`config.mk`:
```
export PLATFORM = sky130hd
export DESIGN_NAME = seq_shifter
export DESIGN_NICKNAME = d
export VERILOG_FILES = /design/src/rtl/seq_shifter.sv
export SDC_FILE = /design/constraint.sdc
export NUM_CORES = 1
export LEC_CHECK = 0
export BUFFER_PORTS_ARGS = -buffer_cell sky130_fd_sc_hd__buf_2
export CORE_ASPECT_RATIO = 2
export CORE_MARGIN = 4
export CORE_UTILIZATION = 46
export CTS_CLUSTER_DIAMETER = 40
export DETAILED_ROUTE_END_ITERATION = 8
export HOLD_SLACK_MARGIN = 0.02
export PLACE_DENSITY = 0.77
export SKIP_CTS_REPAIR_TIMING = 1
export SYNTH_ARGS = -nofsm -noshare
export SYNTH_HDL_FRONTEND = slang
export SYNTH_SLANG_ARGS = --single-unit
```
`constraint.sdc`:
```
create_clock -name clk -period 2.4 [get_ports clk]
set_input_delay 0.12 -clock clk [delete_from_list [all_inputs] [get_ports clk]]
set_output_delay 0.12 -clock clk [all_outputs]
set_load 0.01 [all_outputs]
```
`src/rtl/seq_shifter.sv`:
```
// seq_shifter: multi-cycle shifter, one bit position per clock.
// Supports SLL, SRL, SRA and ROR with a start/busy/done handshake;
// result, carry and zero are registered and held between completions.
module seq_shifter #(
  parameter int WIDTH = 16,
  parameter int AMT_W = 4
) (
  input  logic             clk,
  input  logic             reset,
  input  logic             start,
  input  logic [WIDTH-1:0] value_in,
  input  logic [AMT_W-1:0] amount_in,
  input  logic [1:0]       mode_in,
  output logic             busy,
  output logic             done,
  output logic [WIDTH-1:0] result,
  output logic             carry,
  output logic             zero
);

  typedef enum logic {
    IDLE  = 1'b0,
    SHIFT = 1'b1
  } state_t;

  typedef enum logic [1:0] {
    MODE_SLL = 2'b00,
    MODE_SRL = 2'b01,
    MODE_SRA = 2'b10,
    MODE_ROR = 2'b11
  } mode_t;

  state_t           state_q,  state_d;
  mode_t            mode_q,   mode_d;
  logic [WIDTH-1:0] work_q,   work_d;
  logic [AMT_W-1:0] cnt_q,    cnt_d;
  logic             cwork_q,  cwork_d;
  logic [WIDTH-1:0] result_q, result_d;
  logic             carry_q,  carry_d;
  logic             zero_q,   zero_d;
  logic             done_q,   done_d;

  // Next-state: load on start in IDLE, one shift step per SHIFT cycle, publish when count exhausted
  always_comb begin
    state_d  = state_q;
    mode_d   = mode_q;
    work_d   = work_q;
    cnt_d    = cnt_q;
    cwork_d  = cwork_q;
    result_d = result_q;
    carry_d  = carry_q;
    zero_d   = zero_q;
    done_d   = 1'b0;
    unique case (state_q)
      IDLE: begin
        if (start) begin
          work_d  = value_in;
          cnt_d   = amount_in;
          mode_d  = mode_t'(mode_in);
          cwork_d = 1'b0;
          state_d = SHIFT;
        end
      end
      SHIFT: begin
        if (cnt_q != '0) begin
          cnt_d = cnt_q - AMT_W'(1);
          unique case (mode_q)
            MODE_SLL: begin
              work_d  = {work_q[WIDTH-2:0], 1'b0};
              cwork_d = work_q[WIDTH-1];
            end
            MODE_SRL: begin
              work_d  = {1'b0, work_q[WIDTH-1:1]};
              cwork_d = work_q[0];
            end
            MODE_SRA: begin
              work_d  = {work_q[WIDTH-1], work_q[WIDTH-1:1]};
              cwork_d = work_q[0];
            end
            MODE_ROR: begin
              work_d  = {work_q[0], work_q[WIDTH-1:1]};
              cwork_d = work_q[0];
            end
            default: ;
          endcase
        end else begin
          result_d = work_q;
          carry_d  = cwork_q;
          zero_d   = (work_q == '0);
          done_d   = 1'b1;
          state_d  = IDLE;
        end
      end
      default: state_d = IDLE;
    endcase
  end

  // State register; synchronous reset aborts any in-flight operation
  always_ff @(posedge clk) begin
    if (reset) begin
      state_q  <= IDLE;
      mode_q   <= MODE_SLL;
      work_q   <= '0;
      cnt_q    <= '0;
      cwork_q  <= 1'b0;
      result_q <= '0;
      carry_q  <= 1'b0;
      zero_q   <= 1'b0;
      done_q   <= 1'b0;
    end else begin
      state_q  <= state_d;
      mode_q   <= mode_d;
      work_q   <= work_d;
      cnt_q    <= cnt_d;
      cwork_q  <= cwork_d;
      result_q <= result_d;
      carry_q  <= carry_d;
      zero_q   <= zero_d;
      done_q   <= done_d;
    end
  end

  assign busy   = (state_q == SHIFT);
  assign done   = done_q;
  assign result = result_q;
  assign carry  = carry_q;
  assign zero   = zero_q;

endmodule

```
==> flow_metrics.env <==
export IMPL_status="complete, no violations"
export IMPL_final_common_cell="nand2_1"
export IMPL_setup_tns_ns=0
export IMPL_layout_drive_gt1_share=0.254
export IMPL_core_area_sq_mm=0.00417
export IMPL_crit_required_ns=2.61
export IMPL_synth_seq_cells=43
export IMPL_synth_edff_count=0
export IMPL_p_per_area_mw_per_mm2=769
export IMPL_htree_levels=2
export IMPL_timing_final_hold_violations=0
export IMPL_gp_congestion=0.816
export IMPL_holdPathEnd="mode_q[0]$_SDFFE_PP0P_"
export IMPL_slew_headroom=0.472
export IMPL_async_reset_ff_frac=0
export IMPL_route_detailed_drc=0
export IMPL_nFillCells=408
export IMPL_drv_cap=0
export IMPL_area_delta_synth_final_pct=17.9
export IMPL_final_cell_mix="53 x nand2_1, 44 x buf_2, 43 x dfxtp_1"
export IMPL_syn_avg_cell_area_sq_um=8.29
export IMPL_drtAntennaViolNets=0
export IMPL_initialDrtViolationCount=53
export IMPL_die_w_um=54.8
export IMPL_slowest_delay_ns=0.36
export IMPL_cp_start_kind="register"
export IMPL_worstSetupPathType="register to register"
export IMPL_critical_path_buf_inv_count=1
export IMPL_path_delay_family="simple AND/OR/NAND/NOR gates"
export IMPL_ys_warn_count=0
export IMPL_dpl_cell_area_sq_mm=0.00226
export IMPL_final_area_sq_mm=0.00237
export IMPL_reg2reg_to="work_q[15]$_SDFFE_PP0P_"
export IMPL_grt_use_total=0.195
export IMPL_hold_path_startpoint="mode_in[0]"
export IMPL_cts_path_max_buffers=2
export IMPL_wl_per_cell_um=14.4
export IMPL_post_route_min_period_ns=1.74
export IMPL_ir_worst_vdd_v=0.000527
export IMPL_syn_cell_area_sq_mm=0.00201
export IMPL_clkTransAtPathRegs_ns=0.09
export IMPL_leakage_nw=1.04
export IMPL_crit_slowest_cell="dfxtp_1"
export IMPL_rsz0062_at_grt="no"
export IMPL_hold_depth=3
export IMPL_grt_max_degree=29
export IMPL_grt_overflow_total=0
export IMPL_tritoncts="done"
export IMPL_rr_worst_depth=6
export IMPL_antenna_found_initial=0
export IMPL_path_cells="inv_1 -> ha_1 -> and4bb_2 -> nor2_1 -> a21oi_1 -> a311oi_1"
export IMPL_nets=309
export IMPL_grt_pass1_vias=1773
export IMPL_synthFlopType="dfxtp_1"
export IMPL_min_path_type="input pin to register"
export IMPL_vias=1821
export IMPL_first_pass_iters=4
export IMPL_diodes=0
export IMPL_multiInputGateArea_sq_mm=0.00104
export IMPL_synthCells=243
export IMPL_wl_um=4850
export IMPL_die_y_um=102
export IMPL_grt_pass1_wl_um=8000
export IMPL_io_buffers=44
export IMPL_start_util=0.483
export IMPL_die_area_sq_mm=0.00557
export IMPL_clock_skew_ns=0.00993
export IMPL_setup_violations_final=0
export IMPL_numCtsBuffers=5
export IMPL_reg2reg_from="cnt_q[0]$_SDFFE_PP0P_"
export IMPL_yosysSeqAreaShare=0.427
export IMPL_synth_nets=269
export IMPL_num_rows=33
export IMPL_r2r_slack_ns=0.66
export IMPL_timing_fmax_ghz=0.575
export IMPL_worstSkewPairLatency_ns=0.30
export IMPL_worst_ep_arrival_time_ns=1.95
export IMPL_io_pins=45
export IMPL_tightest_slew_ns=0.792
export IMPL_cp_max_fo=10
export IMPL_synth_cell_types=36
export IMPL_ff_latch_area_sq_um=861
export IMPL_root_buffer="clkbuf_8"
export IMPL_dpl_hpwl_um=3470
export IMPL_routed_via_density=5.42
export IMPL_slew_viol_final=0
export IMPL_end_kind="register"
export IMPL_finalCritPeriodShare=0.725
export IMPL_cts_sinks=43
[per-layer routing]
| layer | share of wire | up-vias | global-route usage |
|---|---|---|---|
| met5 | 0 | - | 0 |
| met4 | 0.026 | 0 | 0.102 |
| met3 | 0.043 | 11 | 0.0324 |
| met2 | 0.55 | 55 | 0.338 |
| met1 | 0.38 | 838 | 0.214 |
| li1 | - | 917 | - |
[how the worst max path moves through the flow]
| stage | from | to | cells after the start | slack (ns) |
|---|---|---|---|---|
| detailed placement | busy$_SDFF_PP0_ | work_q[6]$_SDFFE_PP0P_ | 4 | 0.71 |
| global placement | busy$_SDFF_PP0_ | work_q[9]$_SDFFE_PP0P_ | 4 | 0.77 |
| CTS | cnt_q[0]$_SDFFE_PP0P_ | work_q[15]$_SDFFE_PP0P_ | 6 | 0.67 |
| finish | cnt_q[0]$_SDFFE_PP0P_ | work_q[15]$_SDFFE_PP0P_ | 6 | 0.66 |
| floorplan | cnt_q[0]$_SDFFE_PP0P_ | work_q[10]$_SDFFE_PP0P_ | 7 | 1.0 |
| global route | cnt_q[0]$_SDFFE_PP0P_ | work_q[15]$_SDFFE_PP0P_ | 6 | 0.54 |
[power by group]
group	internal [W]	leakage, nW	switching, W	total [W]
sequential	0.000774	0.352	0.0000732	0.000848
combinational	0.000175	0.628	0.000215	0.000390
clock	0.000337	0.0612	0.000252	0.000589
[Yosys cell counts (2+ instances only)]
| cell | number | area [sq um] |
|---|---|---|
| nand2b_1 | 2 | 12.5 |
| inv_1 | 5 | 18.8 |
| nand3_1 | 2 | 10.0 |
| nor2_1 | 26 | 97.6 |
| a21oi_1 | 28 | 140 |
| dfxtp_1 | 43 | 861 |
| mux2i_1 | 16 | 160 |
| a211o_1 | 14 | 123 |
| buf_2 | 6 | 30.0 |
| nor2b_1 | 3 | 18.8 |
| a21oi_2 | 9 | 78.8 |
| nor4_1 | 2 | 12.5 |
| nor3_1 | 2 | 10.0 |
| nand2_1 | 53 | 199 |
| clkbuf_1 | 10 | 37.5 |
| or4_1 | 2 | 15.0 |
[logic make-up (layout without fill, tap and decap cells)]
family          count (synthesis)  in the layout  share of synthesized area
compound gates                 61             61                      0.210
xor+xnor                        1              1                    0.00435
fa+ha+maj                       1              1                    0.00621
buf+inv                        23             64                     0.0565
flops                          43             43                      0.427
mux                            17             17                     0.0851
simple gates                   97             97                      0.211
[tightest hold or removal path: cells and delay by family]
kind	cells	cell delay [ns]
compound gates	1	0.05
simple gates	1	0.09
buf+inv	1	0.07
[metrics by stage]
stage	worst slack, ns	hold WS, ns	cells	power [W]	utilization
6_report	0.661	0.0648	336	0.00183	0.569
5_1_grt	0.543	0.0886	336	0.00191	0.569
4_1_cts	0.666	0.0602	336	0.00184	0.569
3_5_place_dp	0.710	0.371	328	0.00125	0.541
3_3_place_gp	0.774	0.365	328	0.00124	0.541
2_1_floorplan	0.998	0.259	243	0.00115	-
[registers in the layout (all words and copies together) (netlist names)]
signal / flops
done: 1
busy: 1
zero: 1
result: 16
work_q: 16
cwork_q: 1
mode_q: 2
carry: 1
cnt_q: 4
[layout make-up]
| class | instances | share of cell area |
|---|---|---|
| clock buffer | 6 | 0.0348 |
| clock inverter | 2 | 0.0148 |
| inverter | 5 | 0.00790 |
| multi-input combinational | 177 | 0.438 |
| sequential | 43 | 0.362 |
| tap | 52 | 0.0274 |
| timing repair buffer | 51 | 0.115 |
Power figures use the tool's default switching activity.
